[src/rtl/xilinx_fifo_rd_stream_adapter.sv]
// Read-side consumer for the async FIFO macro (standard mode, DO_REG=1).
// Issues RDEN against EMPTY, tracks reads in flight through the macro's fixed
// read latency, captures DO into a small local buffer and presents the words
// as a valid/ready stream. Reads are only issued when every outstanding word
// is guaranteed a buffer slot, so backpressure can never drop data.
module xilinx_fifo_rd_stream_adapter #(
  parameter int DATA_WIDTH   = 4,
  parameter int READ_LATENCY = 2,
  parameter int BUF_DEPTH    = 4
) (
  input  logic                       CLK,
  input  logic                       RST,
  input  logic                       FIFO_EMPTY,
  input  logic                       FIFO_RDERR,
  input  logic [DATA_WIDTH-1:0]      FIFO_DO,
  output logic                       FIFO_RDEN,
  output logic                       M_VALID,
  input  logic                       M_READY,
  output logic [DATA_WIDTH-1:0]      M_DATA,
  output logic [$clog2(BUF_DEPTH):0] OCCUPANCY,
  output logic                       RDERR_STICKY
);

  localparam int PTR_W  = $clog2(BUF_DEPTH);
  localparam int OCC_W  = PTR_W + 1;
  // One extra bit so occupancy plus in-flight reads can never wrap.
  localparam int PEND_W = OCC_W + 1;
  localparam logic [PEND_W-1:0] DEPTH_LIMIT = PEND_W'(BUF_DEPTH);

  logic [READ_LATENCY-1:0] inflight;
  logic [PEND_W-1:0]       inflight_cnt;
  logic [PEND_W-1:0]       pending;
  logic [PTR_W-1:0]        wr_ptr;
  logic [PTR_W-1:0]        rd_ptr;
  logic [DATA_WIDTH-1:0]   store [BUF_DEPTH];
  logic                    capture;
  logic                    pop;

  // Count reads already issued to the macro but whose data has not yet landed.
  always_comb begin
    inflight_cnt = '0;
    for (int i = 0; i < READ_LATENCY; i++) begin
      inflight_cnt = inflight_cnt + PEND_W'(inflight[i]);
    end
  end

  // Credit check ignores a same-cycle stream pop; RDEN is also held off in
  // reset so no read is lost while the in-flight tracker is being cleared.
  assign pending   = PEND_W'(OCCUPANCY) + inflight_cnt;
  assign FIFO_RDEN = !RST && !FIFO_EMPTY && (pending < DEPTH_LIMIT);

  assign capture = inflight[READ_LATENCY-1];
  assign M_VALID = (OCCUPANCY != '0);
  assign M_DATA  = store[rd_ptr];
  assign pop     = M_VALID && M_READY;

  generate
    if (READ_LATENCY == 1) begin : g_lat_one
      // Single-cycle latency: the in-flight tracker is just last cycle's RDEN.
      always_ff @(posedge CLK or posedge RST) begin
        if (RST) begin
          inflight <= '0;
        end else begin
          inflight <= FIFO_RDEN;
        end
      end
    end else begin : g_lat_multi
      // Shift RDEN down the tracker so the top bit marks the cycle DO is valid.
      always_ff @(posedge CLK or posedge RST) begin
        if (RST) begin
          inflight <= '0;
        end else begin
          inflight <= {inflight[READ_LATENCY-2:0], FIFO_RDEN};
        end
      end
    end
  endgenerate

  // Capture storage has no reset; validity is tracked entirely by OCCUPANCY.
  always_ff @(posedge CLK) begin
    if (capture) begin
      store[wr_ptr] <= FIFO_DO;
    end
  end

  // Ring pointers and occupancy; a simultaneous capture and pop cancel out.
  always_ff @(posedge CLK or posedge RST) begin
    if (RST) begin
      wr_ptr    <= '0;
      rd_ptr    <= '0;
      OCCUPANCY <= '0;
    end else begin
      if (capture) begin
        wr_ptr <= wr_ptr + 1'b1;
      end
      if (pop) begin
        rd_ptr <= rd_ptr + 1'b1;
      end
      case ({capture, pop})
        2'b10:   OCCUPANCY <= OCCUPANCY + 1'b1;
        2'b01:   OCCUPANCY <= OCCUPANCY - 1'b1;
        default: OCCUPANCY <= OCCUPANCY;
      endcase
    end
  end

  // Latch any macro read error until the next reset so misuse is never missed.
  always_ff @(posedge CLK or posedge RST) begin
    if (RST) begin
      RDERR_STICKY <= 1'b0;
    end else if (FIFO_RDERR) begin
      RDERR_STICKY <= 1'b1;
    end
  end

endmodule
[config.mk]
export PLATFORM = sky130hd
export DESIGN_NAME = xilinx_fifo_rd_stream_adapter
export DESIGN_NICKNAME = d
export VERILOG_FILES = /design/src/rtl/xilinx_fifo_rd_stream_adapter.sv
export SDC_FILE = /design/constraint.sdc
export NUM_CORES = 1
export LEC_CHECK = 0
export CAP_MARGIN = 15
export CORE_UTILIZATION = 40
export DETAILED_ROUTE_END_ITERATION = 12
export GPL_ROUTABILITY_DRIVEN = 0
export GPL_TIMING_DRIVEN = 0
export SYNTH_ARGS = -nofsm -noshare
export SYNTH_HDL_FRONTEND = slang
export SYNTH_SLANG_ARGS = --single-unit
[constraint.sdc]
create_clock -name CLK -period 2.3 [get_ports CLK]
set_input_delay 0.23 -clock CLK [delete_from_list [all_inputs] [get_ports CLK]]
set_output_delay 0.23 -clock CLK [all_outputs]
set_load 0.02 [all_outputs]
# --- Word-level counts from Yosys, hierarchy flattened ---
# Memories as Yosys holds them, arrays and structs flattened.
# Cells that the tools add are included.
op_classes:
  addsub: 6
  order_cmp: 1
  n_eq_ne: 2
  n_mux: 3
  n_reduce_logical: 7
ops:
  columns: ["cell", "count"]
  rows:
  - ["case mux 3 bit (2 select lines)", 1]
  - ["adder 2 x 1 -> 2 bit (second input constant)", 2]
  - ["adder 3 x 2 -> 4 bit", 1]
  - ["< comparator 4 x 3 -> 1 bit (second input constant)", 1]
  - ["adder 3 x 1 -> 3 bit (second input constant)", 1]
  - ["logical AND 1 bit", 3]
  - ["nonzero test 3 bit", 1]
  - ["subtractor 3 x 1 -> 3 bit (second input constant)", 1]
  - ["adder 1 x 1 -> 2 bit", 1]
  - ["equality test 2 x 1 -> 1 bit (second input constant)", 1]
  - ["equality test 2 bit (second input constant)", 1]
  - ["logical NOT 1 bit", 2]
  - ["2-to-1 mux 1 bit", 2]
  - ["nonzero test 2 bit", 1]
word_totals:
  regBits: 10
  ram_bits: 16
  inputBits: 9
  output_inout_bits: 10
  elab_cells: 25
  n_memories: 1
mem_list:
  columns: ["memory", "words", "width", "read_ports", "rd_ports_with_merged_regs", "wr", "line", "text"]
  rows:
  - ["store", 4, 4, 1, 0, 1, "35", "logic [DATA_WIDTH-1:0] store [BUF_DEPTH];"]

# --- Longest topological paths before layout ---
logic_depth:
  ltp_word: 4
  ltp_mapped: 8
  depth_no_buf: 7

# --- Least setup slack after synthesis ---
# Ideal clock, no wire load.
synth_path:
  path_kind: "register to output"
  from: "register OCCUPANCY[0]"
  to: "output port FIFO_RDEN"
  arrival_time_ns: 1.661
  setup_slack_ns: 0.409
  stages_incl_launch_ff: 5
  cell_sequence: "dfrtp_1 -> ha_1 -> a21oi_1 -> nor2_1 -> nor4_1"
synth_between:
  elab_chain_len: 3
synth_rtl:
  columns: ["item", "line", "text"]
  rows:
  - ["from (decl)", "20", "output logic [$clog2(BUF_DEPTH):0] OCCUPANCY,"]
  - ["from (signal assigned)", "100", "2'b10: OCCUPANCY <= OCCUPANCY + 1'b1;"]
  - ["from (signal assigned)", "101", "2'b01: OCCUPANCY <= OCCUPANCY - 1'b1;"]
  - ["adder 3 x 2 -> 4 bit", "49", "assign pending = PEND_W'(OCCUPANCY) + inflight_cnt;"]
  - ["< comparator 4 x 3 -> 1 bit", "50", "assign FIFO_RDEN = !RST && !FIFO_EMPTY && (pending < DEPTH_LIMIT);"]
  - ["logical AND 1 bit", "50", null]
  - ["to (decl)", "16", "output logic FIFO_RDEN,"]
# No other way between the ends.

# --- Worst setup path in the final report ---
# Ends and elaborated chain as after synthesis.

==> qor.yml <==
status:
  status: "finished, final reports clean"
clock_tree:
  clkLatencyLatePin_ps: 320
  clkTransAtPathRegs_ps: 130
  hold_buffers: 0
  cts_num_sinks: 26
  htree_levels: 1
  cts_root_buf: "clkbuf_4"
  clock_path_buffers: 2
  cts_tree: "built"
  cts_setup_buffers: 0
  numCtsBuffers: 3
  cts_resized: 1
global_route:
  grt_pass1_wl_um: 2408
  antenna_found_initial: 0
  track_usage_pct: 12.23
  grt_max_degree: 16
  grt_pass1_vias: 552
  grt_overflow: 0
floorplanning:
  row_count: 18
  dieArea_mm2: 0.002957
  die_h_um: 54.38
  fp.coreArea_mm2: 0.002545
  pin_count: 19
  start_util_pct: 43.12
  die_w_um: 54.38
cells_and_area:
  syn2layout_area_growth_pct: 24.52
  drive_gt1_share_pct: 11.24
  layout.nets: 106
  fin_cells: 119
  n_antenna_cell: 0
setup_path:
  cp.arrival_ps: 1910
  endpoint_kind: "output pin"
  critPathSlowestCell: "dfrtp_1"
  crit_chain: "ha_1, a21oi_1, nor2_1, nor4_1, dlygate4sd1_1"
  cp_max_fo: 6
  critPathBufInv: 1
  cp_slowest_stage_delay_ps: 470
  required_ps: 2070
  worstSetupPathType: "flip-flop to output pin"
  r2r_start: "OCCUPANCY[0]"
  critPathLaunchType: "flip-flop"
  startpoint: "OCCUPANCY[0]"
  crit_family: "flip-flops"
routing:
  avgRoutedWirePerCell_um: 12.88
  via_per_inst: 4.714
  first_iter_violations: 3
  ant_nets: 0
  route.vias.total: 561
  drc_errors: 0
  drt-total-wl_um: 1533
  drt_pass1_iterations: 2
power:
  p_leak_nw: 0.5387
  p_per_area_mw_per_mm2: 1173
  ir_drop_mv: 0.7047
timing:
  rsz0062_at_grt: "false"
  tns_ps: 0
  worst_pin_slew_ps: 376.3
  skew_ps: 10.70
  setup_viol: 0
  fin_crit_ps: 2138
  slew_viol_final: 0
  hold_viol: 0
  slew_headroom_pct: 74.89
  max_freq_mhz: 467.8
  period_share_pct: 92.94
synthesis:
  syn_inst: 67
  synth_area_mm2: 0.001097
  synth_xor_area_share_pct: 4.789
  yosys.area.top_type_share_pct: 43.79
  synth_fa_ha_area_share_pct: 8.666
  muxShareOfSynthArea_pct: 9.122
  synth-compound-area-share_pct: 1.710
  synthDominantAreaCellType: "edfxtp_1"
  yosysUniqueCellTypes: 20
  synth_warnings: 0
  synth.area.top_cells: "edfxtp_1, dfrtp_1, mux4_2"
  postSynthAreaPerCell_um2: 16.38
  post_synth_and_or_nand_nor_area_fraction_pct: 5.359
  synth-seq-area-share_pct: 66.59
  synth_top_family_by_area: "multiplexers"
  synth_seq_cells: 26
  synth_fp_nets: 83
placement:
  dpl.cell_count: 115
  dp_hpwl_um: 1155
  io_buffer_count: 18
hold_path:
  hold_class: "input pin to async pin"
run:
  max_cap_viol_count: 0
-- worst reg2reg max path, stage by stage (launching register included) --
cell and delay, ps:
dfrtp_1 480, o31a_1 240, ha_1 210, inv_1 60, fa_1 370, xor2_1 150
nor2_1 120, xor2_1 150
-- report_power, final --
group	internal [mW]	switching, mW
sequential	0.589	0.0860
combinational	0.325	0.295
clock	0.176	0.131
-- synth_stat cells --
master	n
nor2_1	2
buf_6	1
mux2i_1	1
or2_2	1
ha_1	6
o21ai_0	1
nor4_1	1
dfrtp_1	10
xnor2_1	2
a21oi_1	1
or3_1	1
and2_1	4
o31a_1	1
clkbuf_1	1
xor2_1	4
nand2_1	2
fa_1	1
mux4_2	4
edfxtp_1	16
inv_1	7
-- cell usage in the layout (no fill, tap or decap), drive strengths merged --
cell and instances:
clkdlybuf4s50 17, edfxtp 16, dfrtp 10, inv 7, ha 6, xor2 4, mux4 4, and2 4
clkbuf 4, xnor2 2, nor2 2, nand2 2, o31a 1, buf 1, mux2i 1, a21oi 1
nor4 1, or3 1, or2 1, o21ai 1, fa 1, bufinv 1, dlygate4sd1 1
-- layout make-up --
class | instances | area (µm²)
inverter | 7 | 26.28
tap | 30 | 37.54
multi-input combinational | 32 | 325.3
timing repair buffer | 18 | 178.9
sequential | 26 | 730.7
fill | 222 | 1179
clock buffer | 3 | 22.52
clock inverter | 1 | 30.03
buffer | 2 | 15.01
-- worst paths after layout --
path,to,depth (start not counted),slack (ps)
worst max-delay path,FIFO_RDEN,5,160
worst min-delay path,inflight[0],2,210
worst max register to register,OCCUPANCY[2],7,460
worst min register to register,inflight[1],0,400
max in group asynchronous,OCCUPANCY[1],2,1830
min in group CLK,inflight[1],0,400
-- stage by stage --
step	utilization [%]	setup slack, ps	area (µm²)	power [mW]	hold WS (ps)
after floorplan	-	409.0	1097	1.083	70.18
after global placement	51.67	146.8	1315	1.307	368.5
after detailed placement	51.67	148.8	1315	1.326	371.7
after CTS	53.69	80.25	1366	1.628	208.9
after global routing	53.69	7.768	1366	1.713	250.9
final	53.69	162.4	1366	1.602	206.4
-- registers in the layout, summed over array words and instances (netlist names) --
| name | count |
|---|---|
| store | 16 |
| OCCUPANCY | 3 |
| inflight | 2 |
| rd_ptr | 2 |
| wr_ptr | 2 |
| RDERR_STICKY | 1 |
-- per-layer routing --
| metal | GRT usage [%] | vias to the layer above | wire [µm] |
|---|---|---|---|
| met2 | 18.70 | 7 | 769 |
| met5 | 0 | - | 0 |
| met4 | 6.410 | 0 | 10 |
| met3 | 2.500 | 2 | 41 |
| met1 | 16.33 | 275 | 712 |
| li1 | - | 277 | - |
-- kinds of logic after synthesis --
| kind of cell | after synthesis |
|---|---|
| muxes | 5 |
| DFF | 26 |
| AOI/OAI and AO/OA | 3 |
| and+or+nand+nor | 11 |
| adders and majority gates | 7 |
| xor gates and xnor gates | 6 |
| buffers and inverters | 9 |
Note: power is estimated with default switching activity, not from simulation.
